File: config.mk
export PLATFORM = sky130hd
export DESIGN_NAME = regfile_mp
export DESIGN_NICKNAME = d
export VERILOG_FILES = /design/src/rtl/regfile_pkg.sv /design/src/rtl/regfile_rd_port.sv /design/src/rtl/regfile_mp.sv
export SDC_FILE = /design/constraint.sdc
export NUM_CORES = 2
export LEC_CHECK = 0
export CELL_PAD_IN_SITES_DETAIL_PLACEMENT = 2
export CELL_PAD_IN_SITES_GLOBAL_PLACEMENT = 2
export CORE_MARGIN = 2
export CORE_UTILIZATION = 42
export CTS_BUF_LIST = sky130_fd_sc_hd__clkbuf_8
export CTS_CLUSTER_SIZE = 16
export DETAILED_ROUTE_END_ITERATION = 16
export DONT_BUFFER_PORTS = 1
export PLACE_DENSITY = 0.78
export SYNTH_ARGS = -nofsm -noshare
export SYNTH_HDL_FRONTEND = slang
export SYNTH_SLANG_ARGS = --single-unit
File: constraint.sdc
create_clock -name clk -period 7.4 [get_ports clk]
set_input_delay 1.11 -clock clk [delete_from_list [all_inputs] [get_ports clk]]
set_output_delay 1.11 -clock clk [all_outputs]
set_load 0.01 [all_outputs]
File: src/rtl/regfile_pkg.sv
// Shared types, default widths and address-bus helpers for the multi-port register file.
package regfile_pkg;

  typedef enum logic {
    CLEAR = 1'b0,
    RUN   = 1'b1
  } rf_state_t;

  localparam int unsigned DEF_DATA_W = 32;
  localparam int unsigned DEF_ADDR_W = 5;

  // Upper bounds used by rd_field; the packed read-address bus is widened to MAX_BUS before slicing.
  localparam int unsigned MAX_ADDR_W = 16;
  localparam int unsigned MAX_RD     = 4;
  localparam int unsigned MAX_BUS    = MAX_RD * MAX_ADDR_W;

  // Returns port k's address (aw bits, zero-extended) from a packed address bus.
  function automatic logic [MAX_ADDR_W-1:0] rd_field(input logic [MAX_BUS-1:0] addr_bus,
                                                     input int unsigned        k,
                                                     input int unsigned        aw);
    logic [MAX_ADDR_W-1:0] mask;
    mask = (MAX_ADDR_W'(1) << aw) - MAX_ADDR_W'(1);
    return MAX_ADDR_W'(addr_bus >> (k * aw)) & mask;
  endfunction

endpackage

File: src/rtl/regfile_rd_port.sv
// One asynchronous read port: array value, with same-cycle write bypass and zero forcing.
module regfile_rd_port
  import regfile_pkg::*;
#(
  parameter int unsigned DATA_W   = DEF_DATA_W,
  parameter int unsigned ADDR_W   = DEF_ADDR_W,
  parameter bit          ZERO_REG = 1'b1,
  parameter bit          BYPASS   = 1'b1
) (
  input  logic [ADDR_W-1:0] addr,
  input  logic [DATA_W-1:0] arr_data,
  input  logic              clearing,
  input  logic              wr_en0,
  input  logic [ADDR_W-1:0] wr_addr0,
  input  logic [DATA_W-1:0] wr_data0,
  input  logic              wr_en1,
  input  logic [ADDR_W-1:0] wr_addr1,
  input  logic [DATA_W-1:0] wr_data1,
  output logic [DATA_W-1:0] data
);

  // Priority: clear/zero-register forcing, then write port 1, then write port 0, then the array.
  always_comb begin
    data = arr_data;
    if (BYPASS && wr_en0 && (wr_addr0 == addr)) data = wr_data0;
    if (BYPASS && wr_en1 && (wr_addr1 == addr)) data = wr_data1;
    if (clearing || (ZERO_REG && (addr == '0))) data = '0;
  end

endmodule

File: src/rtl/regfile_mp.sv
// Parametrised register file: NUM_RD async read ports, two sync write ports, post-reset clear sequencer.
module regfile_mp
  import regfile_pkg::*;
#(
  parameter int unsigned DATA_W   = DEF_DATA_W,
  parameter int unsigned ADDR_W   = DEF_ADDR_W,
  parameter int unsigned NUM_RD   = 2,
  parameter bit          ZERO_REG = 1'b1,
  parameter bit          BYPASS   = 1'b1
) (
  input  logic                     clk,
  input  logic                     rst_n,
  input  logic [NUM_RD*ADDR_W-1:0] rd_addr,
  output logic [NUM_RD*DATA_W-1:0] rd_data,
  input  logic [1:0]               wr_en,
  input  logic [ADDR_W-1:0]        wr_addr0,
  input  logic [ADDR_W-1:0]        wr_addr1,
  input  logic [DATA_W-1:0]        wr_data0,
  input  logic [DATA_W-1:0]        wr_data1,
  output logic                     init_busy,
  output logic                     wr_drop,
  output logic                     wr_collide
);

  localparam int unsigned DEPTH = 2 ** ADDR_W;

  rf_state_t         state, state_nx;
  logic [ADDR_W:0]   clr_cnt;
  logic [DATA_W-1:0] mem [DEPTH];

  logic clearing;
  logic clr_last;
  logic zero0, zero1;
  logic wr_ok0, wr_ok1;
  logic wr_hit;
  logic wr_do0;
  logic drop_nx;

  assign clearing = (state == CLEAR);
  assign clr_last = (clr_cnt == (ADDR_W+1)'(DEPTH - 1));

  // A write is "ok" when it will land in the array (or be bypassed); zero-register writes never are.
  assign zero0   = ZERO_REG && (wr_addr0 == '0);
  assign zero1   = ZERO_REG && (wr_addr1 == '0);
  assign wr_ok0  = !clearing && wr_en[0] && !zero0;
  assign wr_ok1  = !clearing && wr_en[1] && !zero1;
  assign wr_hit  = wr_ok0 && wr_ok1 && (wr_addr0 == wr_addr1);
  assign wr_do0  = wr_ok0 && !wr_hit;
  assign drop_nx = clearing ? (|wr_en) : ((wr_en[0] && zero0) || (wr_en[1] && zero1));

  // Next state: CLEAR walks the whole array once, then RUN until the next reset.
  always_comb begin
    state_nx = state;
    unique case (state)
      CLEAR:   if (clr_last) state_nx = RUN;
      RUN:     state_nx = RUN;
      default: state_nx = CLEAR;
    endcase
  end

  // State, clear counter and registered status pulses.
  always_ff @(posedge clk) begin
    if (!rst_n) begin
      state      <= CLEAR;
      clr_cnt    <= '0;
      init_busy  <= 1'b1;
      wr_drop    <= 1'b0;
      wr_collide <= 1'b0;
    end else begin
      state      <= state_nx;
      if (clearing) clr_cnt <= clr_cnt + (ADDR_W+1)'(1);
      init_busy  <= (state_nx == CLEAR);
      wr_drop    <= drop_nx;
      wr_collide <= wr_hit;
    end
  end

  // Array update: the sequencer owns the array during CLEAR; port 1 wins a same-address collision.
  always_ff @(posedge clk) begin
    if (rst_n) begin
      if (clearing) begin
        mem[clr_cnt[ADDR_W-1:0]] <= '0;
      end else begin
        if (wr_do0) mem[wr_addr0] <= wr_data0;
        if (wr_ok1) mem[wr_addr1] <= wr_data1;
      end
    end
  end

  logic [MAX_BUS-1:0] rd_addr_ext;
  assign rd_addr_ext = MAX_BUS'(rd_addr);

  for (genvar k = 0; k < NUM_RD; k++) begin : g_rd
    logic [ADDR_W-1:0] addr_k;
    assign addr_k = ADDR_W'(rd_field(rd_addr_ext, k, ADDR_W));

    regfile_rd_port #(
      .DATA_W  (DATA_W),
      .ADDR_W  (ADDR_W),
      .ZERO_REG(ZERO_REG),
      .BYPASS  (BYPASS)
    ) u_rd_port (
      .addr    (addr_k),
      .arr_data(mem[addr_k]),
      .clearing(clearing),
      .wr_en0  (wr_ok0),
      .wr_addr0(wr_addr0),
      .wr_data0(wr_data0),
      .wr_en1  (wr_ok1),
      .wr_addr1(wr_addr1),
      .wr_data1(wr_data1),
      .data    (rd_data[k*DATA_W +: DATA_W])
    );
  end

endmodule

==> results.md <==
* Required arrival time at the worst endpoint at 6.29 ns
* Setup repair after global routing missed its margin: false
* Placed inst area at 0.06182 mm²
* Predominant post-synthesis flop cell: sky130_fd_sc_hd__edfxtp_1
* DPL Wire Length at 159.1 mm
* Post-Synthesis Cells at 5812
* Total DRC errors in the routed layout at 0
* Post-route ant nets at 0
* Multi-input gate area in the final layout at 0.02743 mm²
* Overall Power at 12.39 mW
* GRT Total Usage at 0.3646
* Run status: finished, violations left
* Clock-pin slew reported for the worst setup and hold paths after clock tree synthesis at 0.06 ns
* Relative area change from synthesis to final layout at 7.841%
* I/O pin cnt at 155
* Chip width at 383.2 µm
* Type of the worst setup path: primary input to output port
* Floorplan die height at 383.2 µm
* Number of buffers inserted by post-CTS setup repair at 0
* Synthesis Warnings at 0
* Post-synth EDFFs at 1024
* Number of H-tree levels at 4
* Synthesized net count at 5901
* Quantity of gates resized following cts at 0
* Post-Route Skew at 0.03713 ns
* Die area at 0.1468 mm²
* Max-Cap Viols at 0
* Vias in the first global route at 54110
* Worst slew slack as a fraction of its limit at -0.04111
* Failing checks: max-slew violations
* Core area at 0.1431 mm²
* Design Area, Final at 0.06513 mm²
* Number of nets in the layout at 5512
* Number of DRC violations after detailed-routing iteration 0 at 6240
* Number of antenna violations at the first check in global routing at 16
* CTS hold repair buffers at 0
* Via density at 6.861
* Post-synthesis instance area at 0.06040 mm²
* Upper clock frequency limit at 0.1782 GHz
* Measured slew at the worst slew-check pin at 1.562 ns
* Class of the most critical hold timing path: primary input to flop
* Initial cell density of the core at 0.4220
* Average cell area after synthesis at 10.39 µm²
* Post-Route Setup TNS at 0 ns
* Remaining global-route overflow at 0
* Number of vias in the routed layout at 51350
* Cell leakage power at 23.19 nW
* Per-cell routed wire length at 36.30 µm
* Power per standard cell area at 190.2 mW/mm²
* IO buf count at 0
* Hold Violations, Final at 0
* Area of all sequential standard cells at 0.03095 mm²
* Post-synthesis sequential element count at 1034
* Routed WL at 271.7 mm
* Capturing element type of the critical path: output port
* Root cell of the clock tree: sky130_fd_sc_hd__clkbuf_8
* TritonCTS clock tree: built
* CP arrival at 4.50 ns
* Unique cell type count in the Yosys netlist at 62
* Layout cells sized above 1 at 0.1045
* Final slew viol count at 59
* Fraction of the yosys area taken by sequential cells at 0.5125
* Portion of the clock cycle consumed by the worst path in the final layout at 0.7585
* Site row count at 139
* Maximum number of pins on one net before global-route repair at 441
* Worst VDD drop at 0.1822 mV
* Num Clock Sinks at 1034
* Gp weighted congestion at 0.8749
* Share of flip-flops with an asynchronous set or reset at 0
* Setup-failing EPs final at 0
* # fillers at 14550
* Clock tree buffer depth at 3
* Critical path peak fanout at 440
* Worst hold slack at 0.3183 ns
* Fin crit period at 5.613 ns
* Total iterations of the first detailed-routing run at 8
* CTS buffer count at 185
* Later-pin clock latency in the skew report at 0.95 ns
* Startpoint kind of the worst setup timing path: primary input
* First-pass GRT wire length at 386.8 mm
flip-flops by register name, indices dropped and copies added (netlist names):
register    cells
clr_cnt         6
init_busy       1
mem          1024
state           1
wr_collide      1
wr_drop         1
metrics by stage:
step	cells	setup slack, ns	utilization
after CTS	7479	2.135	0.4549
after global placement	7138	2.186	0.4319
final	7484	1.787	0.4550
after floorplan	5812	2.452	-
after global routing	7481	2.011	0.4550
after detailed placement	7138	2.149	0.4319
cells in the mapped netlist, drive strengths merged (4+ instances only):
cell type / n / share of area
nand2: 1166 / 0.072
o21ai: 1149 / 0.095
edfxtp: 1024 / 0.51
mux2i: 815 / 0.14
clkbuf: 598 / 0.038
o22ai: 279 / 0.029
mux4: 137 / 0.051
a22oi: 125 / 0.016
nor2: 109 / 0.0068
buf: 92 / 0.0072
nor4: 67 / 0.0071
inv: 41 / 0.0025
o31ai: 32 / 0.0040
o221ai: 31 / 0.0045
xnor2: 17 / 0.0025
nand3: 12 / 0.00099
xor2: 11 / 0.0016
dfxtp: 10 / 0.0033
a41oi: 9 / 0.0023
nor2b: 9 / 0.00093
nand4: 7 / 0.00073
a21oi: 6 / 0.00068
and2: 6 / 0.00062
nand4b: 6 / 0.00087
nand4bb: 6 / 0.0011
nand2b: 5 / 0.00052
nor3: 4 / 0.00033
nor3b: 4 / 0.00058
or3: 4 / 0.00041
where the power goes:
group	internal, mW	leakage [nW]	switching [mW]
Sequential	6.38	9.81	0.0190
Clock	2.44	1.95	2.65
Combinational	0.394	11.4	0.503
cells by family after synthesis:
kind of cell | Yosys count | share of synthesized area
AO/OA/AOI/OAI | 1649 | 0.1541
AND/OR/NAND/NOR | 1417 | 0.09555
flip-flops | 1034 | 0.5125
multiplexers | 952 | 0.1862
buffers and inverters | 731 | 0.04750
XOR/XNOR | 28 | 0.004060
adder cells (fa/ha/maj) | 1 | 0.0002071
critical path, cell delays in order:
cell	delay [ns]
sky130_fd_sc_hd__mux2i_1	0.73
sky130_fd_sc_hd__o22ai_1	0.14
sky130_fd_sc_hd__nor4_1	0.98
sky130_fd_sc_hd__o21ai_0	0.40
sky130_fd_sc_hd__nor2_1	0.32
sky130_fd_sc_hd__o31ai_1	0.18
final cells by class:
class | count | area share
Inverter | 41 | 0.002363
Tap cell | 1903 | 0.03656
Clock inverter | 148 | 0.009836
Multi-Input combinational cell | 4047 | 0.4212
Antenna cell | 4 | 0.0001537
Clock buffer | 193 | 0.04078
Sequential cell | 1034 | 0.4752
Timing Repair Buffer | 114 | 0.01391
metal layers:
layer  track usage  part of all wire  up-vias
li1              -                 -    20820
met1        0.4661              0.38    26900
met2        0.5817              0.46     2898
met3       0.07500             0.094      732
met4        0.1945             0.057        2
met5             0          0.000029        -
layout by cell type, fill, tap and decap left out, types with 3 or more instances in the layout:
| cell | instances |
|---|---|
| sky130_fd_sc_hd__a21oi_1 | 5 |
| sky130_fd_sc_hd__a22oi_1 | 125 |
| sky130_fd_sc_hd__a41oi_2 | 8 |
| sky130_fd_sc_hd__and2_1 | 4 |
| sky130_fd_sc_hd__buf_12 | 4 |
| sky130_fd_sc_hd__buf_4 | 109 |
| sky130_fd_sc_hd__clkbuf_8 | 193 |
| sky130_fd_sc_hd__clkinv_1 | 50 |
| sky130_fd_sc_hd__clkinv_2 | 23 |
| sky130_fd_sc_hd__clkinvlp_4 | 4 |
| sky130_fd_sc_hd__dfxtp_1 | 10 |
| sky130_fd_sc_hd__diode_2 | 4 |
| sky130_fd_sc_hd__edfxtp_1 | 1024 |
| sky130_fd_sc_hd__inv_1 | 109 |
| sky130_fd_sc_hd__mux2i_1 | 815 |
| sky130_fd_sc_hd__mux4_2 | 137 |
| sky130_fd_sc_hd__nand2_1 | 1166 |
| sky130_fd_sc_hd__nand2b_2 | 4 |
| sky130_fd_sc_hd__nand3_1 | 12 |
| sky130_fd_sc_hd__nand4_1 | 7 |
| sky130_fd_sc_hd__nand4b_1 | 6 |
| sky130_fd_sc_hd__nand4bb_4 | 6 |
| sky130_fd_sc_hd__nor2_1 | 75 |
| sky130_fd_sc_hd__nor2_4 | 34 |
| sky130_fd_sc_hd__nor2b_1 | 5 |
| sky130_fd_sc_hd__nor2b_4 | 4 |
| sky130_fd_sc_hd__nor3_1 | 4 |
| sky130_fd_sc_hd__nor3b_1 | 3 |
| sky130_fd_sc_hd__nor4_1 | 65 |
| sky130_fd_sc_hd__nor4b_2 | 3 |
| sky130_fd_sc_hd__o21ai_0 | 1149 |
| sky130_fd_sc_hd__o221ai_1 | 31 |
| sky130_fd_sc_hd__o22ai_1 | 248 |
| sky130_fd_sc_hd__o22ai_4 | 31 |
| sky130_fd_sc_hd__o31ai_1 | 32 |
| sky130_fd_sc_hd__or3_1 | 3 |
| sky130_fd_sc_hd__xnor2_1 | 17 |
| sky130_fd_sc_hd__xor2_1 | 11 |
final timing paths:
kind / from / end / slack [ns] / cells after the start
worst max-delay path: rd_addr[2] / rd_data[27] / 1.79 / 6
worst min-delay path: rst_n / wr_drop / 0.32 / 1
worst max register to register: state / mem[18][4] / 3.23 / 6
worst min register to register: clr_cnt[0] / clr_cnt[0] / 0.54 / 2
(Power assumes the default switching activity.)
